`src/rtl/uartms_pkg.sv`:
```
// uartms_pkg: shared types and constants for the UART auto-sync transmitter
package uartms_pkg;
  typedef enum logic [2:0] {IDLE, GUARD, START, DATA, STOP, DONE} sync_state_t;
  localparam logic [7:0] SYNC_CHAR = 8'h55;
  localparam int BITS_PER_FRAME = 10;
endpackage

```
`src/rtl/uartms_baud_tick.sv`:
```
// uartms_baud_tick: 16x baud divider, pulses tick16 once per (div+1) cycles while clr is low
module uartms_baud_tick #(
  parameter int BAUDW = 12
) (
  input  logic             mclk,
  input  logic             reset,
  input  logic             clr,
  input  logic [BAUDW-1:0] div,
  output logic             tick16
);
  logic [BAUDW-1:0] cnt;
  assign tick16 = !clr && cnt == div;
  always_ff @(posedge mclk)
    if (reset || clr) cnt <= '0;
    else cnt <= tick16 ? '0 : cnt + BAUDW'(1);
endmodule

```
`src/rtl/uartms_auto_sync_tx.sv`:
```
// uartms_auto_sync_tx: sends an idle guard then NUM_CHAR 8N1 sync characters for far-end auto-baud lock
module uartms_auto_sync_tx
  import uartms_pkg::*;
#(
  parameter int BAUDW      = 12,
  parameter int NUM_CHAR   = 2,
  parameter int GUARD_BITS = 12
) (
  input  logic             mclk,
  input  logic             reset,
  input  logic             cfg_enable,
  input  logic [BAUDW-1:0] cfg_baud_16x,
  input  logic             sync_req,
  output logic             sync_busy,
  output logic             sync_done,
  output logic             txd
);
  sync_state_t      state;
  logic [BAUDW-1:0] n_lat;
  logic [3:0]       tick_cnt, char_cnt;
  logic [2:0]       bit_idx;
  logic [7:0]       guard_cnt;
  logic             tick16, clr, bit_end;
  assign clr     = state == IDLE || state == DONE || !cfg_enable;
  assign bit_end = tick16 && tick_cnt == 4'd15;
  uartms_baud_tick #(.BAUDW(BAUDW)) u_tick (
    .mclk  (mclk),
    .reset (reset),
    .clr   (clr),
    .div   (n_lat),
    .tick16(tick16)
  );
  always_ff @(posedge mclk) begin
    if (reset || (state != IDLE && !cfg_enable)) begin
      state     <= IDLE;
      txd       <= 1'b1;
      sync_busy <= 1'b0;
      sync_done <= 1'b0;
      tick_cnt  <= '0;
      char_cnt  <= '0;
      bit_idx   <= '0;
      guard_cnt <= '0;
      if (reset) n_lat <= '0;
    end else begin
      sync_done <= 1'b0;
      if (tick16) tick_cnt <= bit_end ? 4'd0 : tick_cnt + 4'd1;
      case (state)
        IDLE:
          if (cfg_enable && sync_req) begin
            state     <= GUARD;
            n_lat     <= cfg_baud_16x;
            sync_busy <= 1'b1;
            tick_cnt  <= '0;
            char_cnt  <= '0;
            bit_idx   <= '0;
            guard_cnt <= '0;
          end
        GUARD:
          if (bit_end) begin
            if (guard_cnt == 8'(GUARD_BITS - 1)) begin
              state     <= START;
              txd       <= 1'b0;
              guard_cnt <= '0;
            end else guard_cnt <= guard_cnt + 8'd1;
          end
        START:
          if (bit_end) begin
            state   <= DATA;
            txd     <= SYNC_CHAR[0];
            bit_idx <= '0;
          end
        DATA:
          if (bit_end) begin
            if (bit_idx == 3'd7) begin
              state   <= STOP;
              txd     <= 1'b1;
              bit_idx <= '0;
            end else begin
              bit_idx <= bit_idx + 3'd1;
              txd     <= SYNC_CHAR[bit_idx + 3'd1];
            end
          end
        STOP:
          if (bit_end) begin
            // char_cnt counts finished frames, so it survives START/DATA/STOP re-entry
            if (char_cnt == 4'(NUM_CHAR - 1)) begin
              state     <= DONE;
              sync_busy <= 1'b0;
              sync_done <= 1'b1;
              char_cnt  <= '0;
            end else begin
              state    <= START;
              txd      <= 1'b0;
              char_cnt <= char_cnt + 4'd1;
            end
          end
        default: state <= IDLE;
      endcase
    end
  end
endmodule
```
`config.mk`:
```
export PLATFORM = sky130hd
export DESIGN_NAME = uartms_auto_sync_tx
export DESIGN_NICKNAME = d
export VERILOG_FILES = /design/src/rtl/uartms_pkg.sv /design/src/rtl/uartms_baud_tick.sv /design/src/rtl/uartms_auto_sync_tx.sv
export SDC_FILE = /design/constraint.sdc
export NUM_CORES = 1
export LEC_CHECK = 0
export ABC_AREA = 1
export CAP_MARGIN = 10
export CORE_AREA = 2 2 74 76
export CTS_CLUSTER_SIZE = 20
export DETAILED_ROUTE_END_ITERATION = 6
export DIE_AREA = 0 0 76 78
export MAX_ROUTING_LAYER = met4
export PLACE_DENSITY = 0.77
export SLEW_MARGIN = 20
export SYNTH_ARGS = -nofsm -noshare
export SYNTH_HDL_FRONTEND = slang
export SYNTH_SLANG_ARGS = --single-unit
export TNS_END_PERCENT = 50
```
`constraint.sdc`:
```
create_clock -name mclk -period 1.6 [get_ports mclk]
set_input_delay 0.32 -clock mclk [delete_from_list [all_inputs] [get_ports mclk]]
set_output_delay 0.32 -clock mclk [all_outputs]
set_load 0.03 [all_outputs]
```
Yosys cells after proc, flatten, opt, wreduce, memory -nomap -nowiden

Memory sizes are Yosys's and may differ from the RTL's.
Index checks and enable logic that the tools add are counted.

Register bits: 49
Memory bits (read-only): 8
Input bits: 16
Output and inout port bits: 3
Logic and storage cells: 110
Memories: 1

Memories:

| name             | words | width | rd ports | clocked after memory_dff | write ports | RTL line                  | source |
|---|---|---|---|---|---|---|---|
| (name not given) | 8     | 1     | 1        | 0                        | 0           | uartms_auto_sync_tx.sv:80 | `txd <= SYNC_CHAR[bit_idx + 3'd1];` |

Add/subtract/negate cells: 5
Magnitude comparators: 1
Eq/ne operators: 20
Muxes and demuxes: 44
Bitwise operators: 2
Reduce and logical (&&, ||, !) cells: 27

Operator list:

| kind                    | count |
|---|---|
| $mux W12                | 4 |
| $mux W3                 | 12 |
| $mux W4                 | 7 |
| $mux W8                 | 3 |
| $ne A2 B2 Y1 const B    | 9 |
| $pmux W8 S2             | 1 |
| $pmux W3 S5             | 1 |
| $reduce_and A7 Y1       | 2 |
| $add A12 B1 Y12 const B | 1 |
| $eq A12 B12 Y1          | 1 |
| $mux W1                 | 12 |
| $eq A3 B3 Y1 const B    | 3 |
| $pmux W3 S3             | 1 |
| $reduce_and A3 Y1       | 3 |
| $add A4 B1 Y4 const B   | 2 |
| $add A8 B1 Y8 const B   | 1 |
| $eq A8 B4 Y1 const B    | 1 |
| $pmux W4 S2             | 1 |
| $reduce_and A4 Y1       | 2 |
| $reduce_bool A2 Y1      | 4 |
| $eq A3 B2 Y1 const B    | 2 |
| $reduce_bool A3 Y1      | 2 |
| $eq A4 B1 Y1 const B    | 1 |
| $eq A4 B4 Y1 const B    | 1 |
| 14 further kinds        | 22 |

Logic depth before layout (Yosys ltp)

Depth in word-level cells: 10
Depth in mapped cells: 13
Depth with buffers taken out: 13

Cells and area by module

A second synthesis with hierarchy kept.

Cells, all modules: 399
Area total of the unflattened synthesis: 2758.9 µm²

Modules (own cells, without submodules):

| module              | instances | cells each | area each (µm²) |
|---|---|---|---|
| uartms_auto_sync_tx | 1         | 263        | 1974.4 |
| uartms_baud_tick    | 1         | 136        | 784.5 |

Worst setup path before layout

No wires, ideal clock.

Path type: register -> register
Start: register tick_cnt[0]
End: register guard_cnt[6]
Data arrival time: 1462 ps
Required time: 1473 ps
Setup slack: 11 ps
Cell stages (with the launch flop): 10
Cell sequence: dfxtp_1 ha_1 nand2_1 nor2_1 nand4_4 nand2_2 nand2_2 buf_6 nor3_1 nor3_2

Word-level cells in the longest chain between the ends: 4

RTL lines:

| item                               | RTL line                  | source |
|---|---|---|
| from (decl)                        | uartms_auto_sync_tx.sv:20 | `logic [3:0] tick_cnt, char_cnt;` |
| from (signal assigned)             | uartms_auto_sync_tx.sv:46 | `if (tick16) tick_cnt <= bit_end ? 4'd0 : tick_cnt + 4'd1;` |
| $eq A4 B4 Y1                       | uartms_auto_sync_tx.sv:25 | `assign bit_end = tick16 && tick_cnt == 4'd15;` |
| $logic_and A1 B1 Y1                | uartms_auto_sync_tx.sv:25 |  |
| $ne A2 B2 Y1 (no source line)      | n/a                       |  |
| $reduce_and A3 Y1 (no source line) | n/a                       |  |
| to (signal assigned)               | uartms_auto_sync_tx.sv:64 | `end else guard_cnt <= guard_cnt + 8'd1;` |
| to (decl)                          | uartms_auto_sync_tx.sv:22 | `logic [7:0] guard_cnt;` |

Every way passes these cells.
A chain may end at the register's enable or synchronous reset.

Final worst setup path

Start: register n_lat[1]
End: register char_cnt[1]

Word-level cells in the longest chain between the ends: 5

RTL lines:

| item                               | RTL line                  | source |
|---|---|---|
| from (decl)                        | uartms_auto_sync_tx.sv:19 | `logic [BAUDW-1:0] n_lat;` |
| from (signal assigned)             | uartms_auto_sync_tx.sv:51 | `n_lat <= cfg_baud_16x;` |
| $eq A12 B12 Y1                     | uartms_baud_tick.sv:12    | `assign tick16 = !clr && cnt == div;` |
| $logic_and A1 B1 Y1                | uartms_baud_tick.sv:12    |  |
| $logic_and A1 B1 Y1                | uartms_auto_sync_tx.sv:25 |  |
| $ne A2 B2 Y1 (no source line)      | n/a                       |  |
| $reduce_and A3 Y1 (no source line) | n/a                       |  |
| to (signal assigned)               | uartms_auto_sync_tx.sv:94 | `char_cnt <= char_cnt + 4'd1;` |
| to (decl)                          | uartms_auto_sync_tx.sv:20 |  |

Every way passes these cells.

==> flow_summary.ini <==
[run_status]
failed_checks = negative setup slack
outcome = finished, violations left

[sta]
maxClockFrequency_mhz = 567
setup_viol = 37
fin_setup_tns_ns = -3.46
fin_worst_hold_slack_ns = 0.450
min_period_over_period = 1.10
worst_clock_skew_ns = 0.00605
worst_slack_ns = -0.163
finalMaxSlewViolations = 0
grt_setup_unrepaired = yes
post_route_minimum_period_ns = 1.76
max_slew.worst_pin.slew_ns = 0.311
slew_headroom = 0.793
finalHoldViolCount = 0

[die]
chipHeight_um = 78
die_width_um = 76
start_util = 0.521
io_pins = 19
die_area_sq_um = 5930
coreArea_sq_um = 5040
fp-row-count = 26

[detailed_routing]
detail_route.iter0.violations = 129
num_vias = 2541
detail_route.wirelength.met1_um = 2630
finalWirelength_um = 6190
final_antenna_net_count = 0
routedWlPerCell_um = 11.8
detail_route.first_pass.iterations = 4
detail_route.vias_per_cell = 4.85
routed-wl-met2_um = 3290
met3_length_um = 174
route.detailed.drc = 0
route.top_layer_used = met4

[setup_path]
reg2reg_slack_ns = -0.16
critical_path.max_fanout = 6
crit_path_category = flop to flop
timing.critical_path.arrival_ns = 1.96
r2r-end = char_cnt[1]
critPathLaunchType = flop
worst_r2r_path_depth = 13
crit_path_end_kind = flop
worstReg2RegStart = n_lat[1]
required_ns = 1.80

[clocking]
worstSkewPairLatency_ns = 0.30
cts.path.max_buffers = 2
worst_setup_hold_path_clk_slew_ns = 0.09
cts.sink_count = 49
cts.htree.levels = 2
cts_tree = yes
cts-buffers-inserted = 5
cts.root.buffer_cell = sky130_fd_sc_hd__clkbuf_8
ctsHoldBuffers = 0

[yosys]
synthDistinctLibCells = 36
async_reset_ff_frac = 0
synth_seq_area_share = 0.419
synth-compound-area-share = 0.0852
ys_ff_latch = 49
mux_contribution_to_synthesized_area = 0
main_combinational_cell_family_by_area_after_synthesis = simple AND/OR/NAND/NOR gates
synth-simple-area-share = 0.327
syn-cell-area_sq_um = 2630
postSynthNetCount = 390
syn_inst = 367
per_instance_average_area_after_synthesis_sq_um = 7.16
postSynth.topFlopCell = sky130_fd_sc_hd__dfxtp_1
synthAdderAreaFrac = 0.0333
synth_enable_flop_cells = 12
synthMostInstantiatedCell = sky130_fd_sc_hd__nand2_1
cell_types_with_the_highest_counts_after_synthesis = sky130_fd_sc_hd__nand2_1, sky130_fd_sc_hd__nor2_1, sky130_fd_sc_hd__inv_1
synth.largest_area_cell = sky130_fd_sc_hd__dfxtp_1
yosys.area.top_type_share = 0.282
synth.yosys.warnings = 0
ys_top_cells_by_area = sky130_fd_sc_hd__dfxtp_1, sky130_fd_sc_hd__edfxtp_1, sky130_fd_sc_hd__nand2_1, sky130_fd_sc_hd__nor2_1, sky130_fd_sc_hd__inv_1
synth-xor-area-share = 0.0300

[global_routing]
grt_overall_usage = 0.217
initial_antenna_violation_count = 0
via_count_of_the_first_global_routing_pass = 2397
first_pass_grt_wire_length_um = 10100
grt_start_max_net_pins = 15
grt_overflow = 0

[placement]
dpl.hpwl_um = 4240
numPortBuffers = 18
globalplace.congestion = 0.895

[hold_path]
hp-start = u_tick.cnt[0]
capture_endpoint_of_the_worst_hold_path = u_tick.cnt[0]
hold_path_class = flop to flop
hold_depth = 1

[power_and_ir_drop]
power_density_nw_per_um2 = 1270
leakage_nw = 1.63
peakVddDrop_mv = 0.986

[job]
max_cap_viol_count = 0

[final_layout]
total_nets_final = 476
insertedDiodeCount = 0
fin_util = 0.739
ratio_of_cells_with_drive_above_1_in_the_final_layout = 0.282
layout-area-overhead-vs-synth_pct = 41.7
==> state kept, by name, summed over array words and instances (netlist names) <==
| signal | count |
|---|---|
| state | 3 |
| tick_cnt | 4 |
| guard_cnt | 8 |
| txd | 1 |
| sync_done | 1 |
| bit_idx | 3 |
| u_tick.cnt | 12 |
| sync_busy | 1 |
| n_lat | 12 |
| char_cnt | 4 |
==> metrics by stage <==
step	power (mW)	instances	instance area, sq um	worst slack, ns
after global routing	5.07	524	3720	-0.312
after floorplan	2.74	367	2630	0.0110
after detailed placement	3.51	513	3360	-0.420
final	4.75	524	3720	-0.163
after CTS	4.54	523	3570	-0.136
after global placement	3.47	513	3360	-0.313
==> cell usage in the layout, fill, tap and decap left out, types with 4 or more instances in the layout <==
| master | n |
|---|---|
| sky130_fd_sc_hd__clkdlybuf4s50_1 | 15 |
| sky130_fd_sc_hd__nand2_2 | 4 |
| sky130_fd_sc_hd__buf_4 | 59 |
| sky130_fd_sc_hd__nand3_1 | 9 |
| sky130_fd_sc_hd__nand3_4 | 5 |
| sky130_fd_sc_hd__nor3_1 | 14 |
| sky130_fd_sc_hd__nand2_1 | 66 |
| sky130_fd_sc_hd__a21oi_2 | 5 |
| sky130_fd_sc_hd__nor2_4 | 5 |
| sky130_fd_sc_hd__buf_6 | 4 |
| sky130_fd_sc_hd__dfxtp_1 | 34 |
| sky130_fd_sc_hd__ha_1 | 7 |
| sky130_fd_sc_hd__nand2_4 | 4 |
| sky130_fd_sc_hd__o21ai_2 | 6 |
| sky130_fd_sc_hd__o21ai_1 | 5 |
| sky130_fd_sc_hd__nor2_1 | 59 |
| sky130_fd_sc_hd__a21oi_1 | 16 |
| sky130_fd_sc_hd__clkbuf_8 | 6 |
| sky130_fd_sc_hd__nor2_2 | 6 |
| sky130_fd_sc_hd__inv_1 | 58 |
| sky130_fd_sc_hd__edfxtp_1 | 12 |
| sky130_fd_sc_hd__inv_2 | 6 |
| sky130_fd_sc_hd__xnor2_1 | 6 |
==> power by group <==
part	internal [mW]	total, mW	switching (mW)
combinational	0.998	2.28	1.28
sequential	1.45	1.56	0.110
clock	0.510	0.915	0.405
total	2.95	4.75	1.80
==> how the worst max path moves through the flow <==
stage                   endpoint         from  slack [ns]  cells past startpoint
CTS                 guard_cnt[2]     n_lat[1]       -0.14                     12
global placement      bit_idx[2]   cfg_enable       -0.31                      9
finish               char_cnt[1]     n_lat[1]       -0.16                     13
detailed placement    bit_idx[0]   cfg_enable       -0.42                      9
global route            state[2]     n_lat[1]       -0.31                     12
floorplan           guard_cnt[6]  tick_cnt[0]        0.01                      9
==> layout make-up <==
class	instances	area, sq um
clock inverter	1	30.0
fill	356	1320
tap	70	87.6
inverter	66	255
clock buffer	7	86.3
sequential	49	1110
timing repair buffer	83	704
multi-input combinational	248	1450
==> critical path, stage by stage, from the launching register on <==
cell and delay [ns]:
sky130_fd_sc_hd__edfxtp_1 0.40, sky130_fd_sc_hd__nor2_1 0.11, sky130_fd_sc_hd__nor2_1 0.06, sky130_fd_sc_hd__nor2_1 0.09
sky130_fd_sc_hd__nand2_1 0.10, sky130_fd_sc_hd__nor2_4 0.17, sky130_fd_sc_hd__buf_6 0.12, sky130_fd_sc_hd__nand3_4 0.09
sky130_fd_sc_hd__inv_2 0.10, sky130_fd_sc_hd__nand3_4 0.08, sky130_fd_sc_hd__nand2_4 0.10, sky130_fd_sc_hd__o21ai_1 0.08
sky130_fd_sc_hd__nand2_1 0.09, sky130_fd_sc_hd__nor2_1 0.06
==> routing by layer <==
metal / up-vias / global-route usage
met5: - / -
met3: 10 / 0.0395
met4: 0 / 0.0709
met2: 41 / 0.395
li1: 1327 / -
met1: 1163 / 0.241
==> kinds of logic after synthesis <==
kind of cell / count (synthesis)
simple gates: 191
flops: 49
buf+inv: 70
xor+xnor: 9
fa+ha+maj: 7
compound gates: 41
==> repair_timing <==
item	4_1_cts	5_1_grt
gates resized for setup	24	39
pin swaps	4	9
buffers inserted	2	1
setup endpoints to repair	40	49
Note: power is estimated with default switching activity, not from simulation.
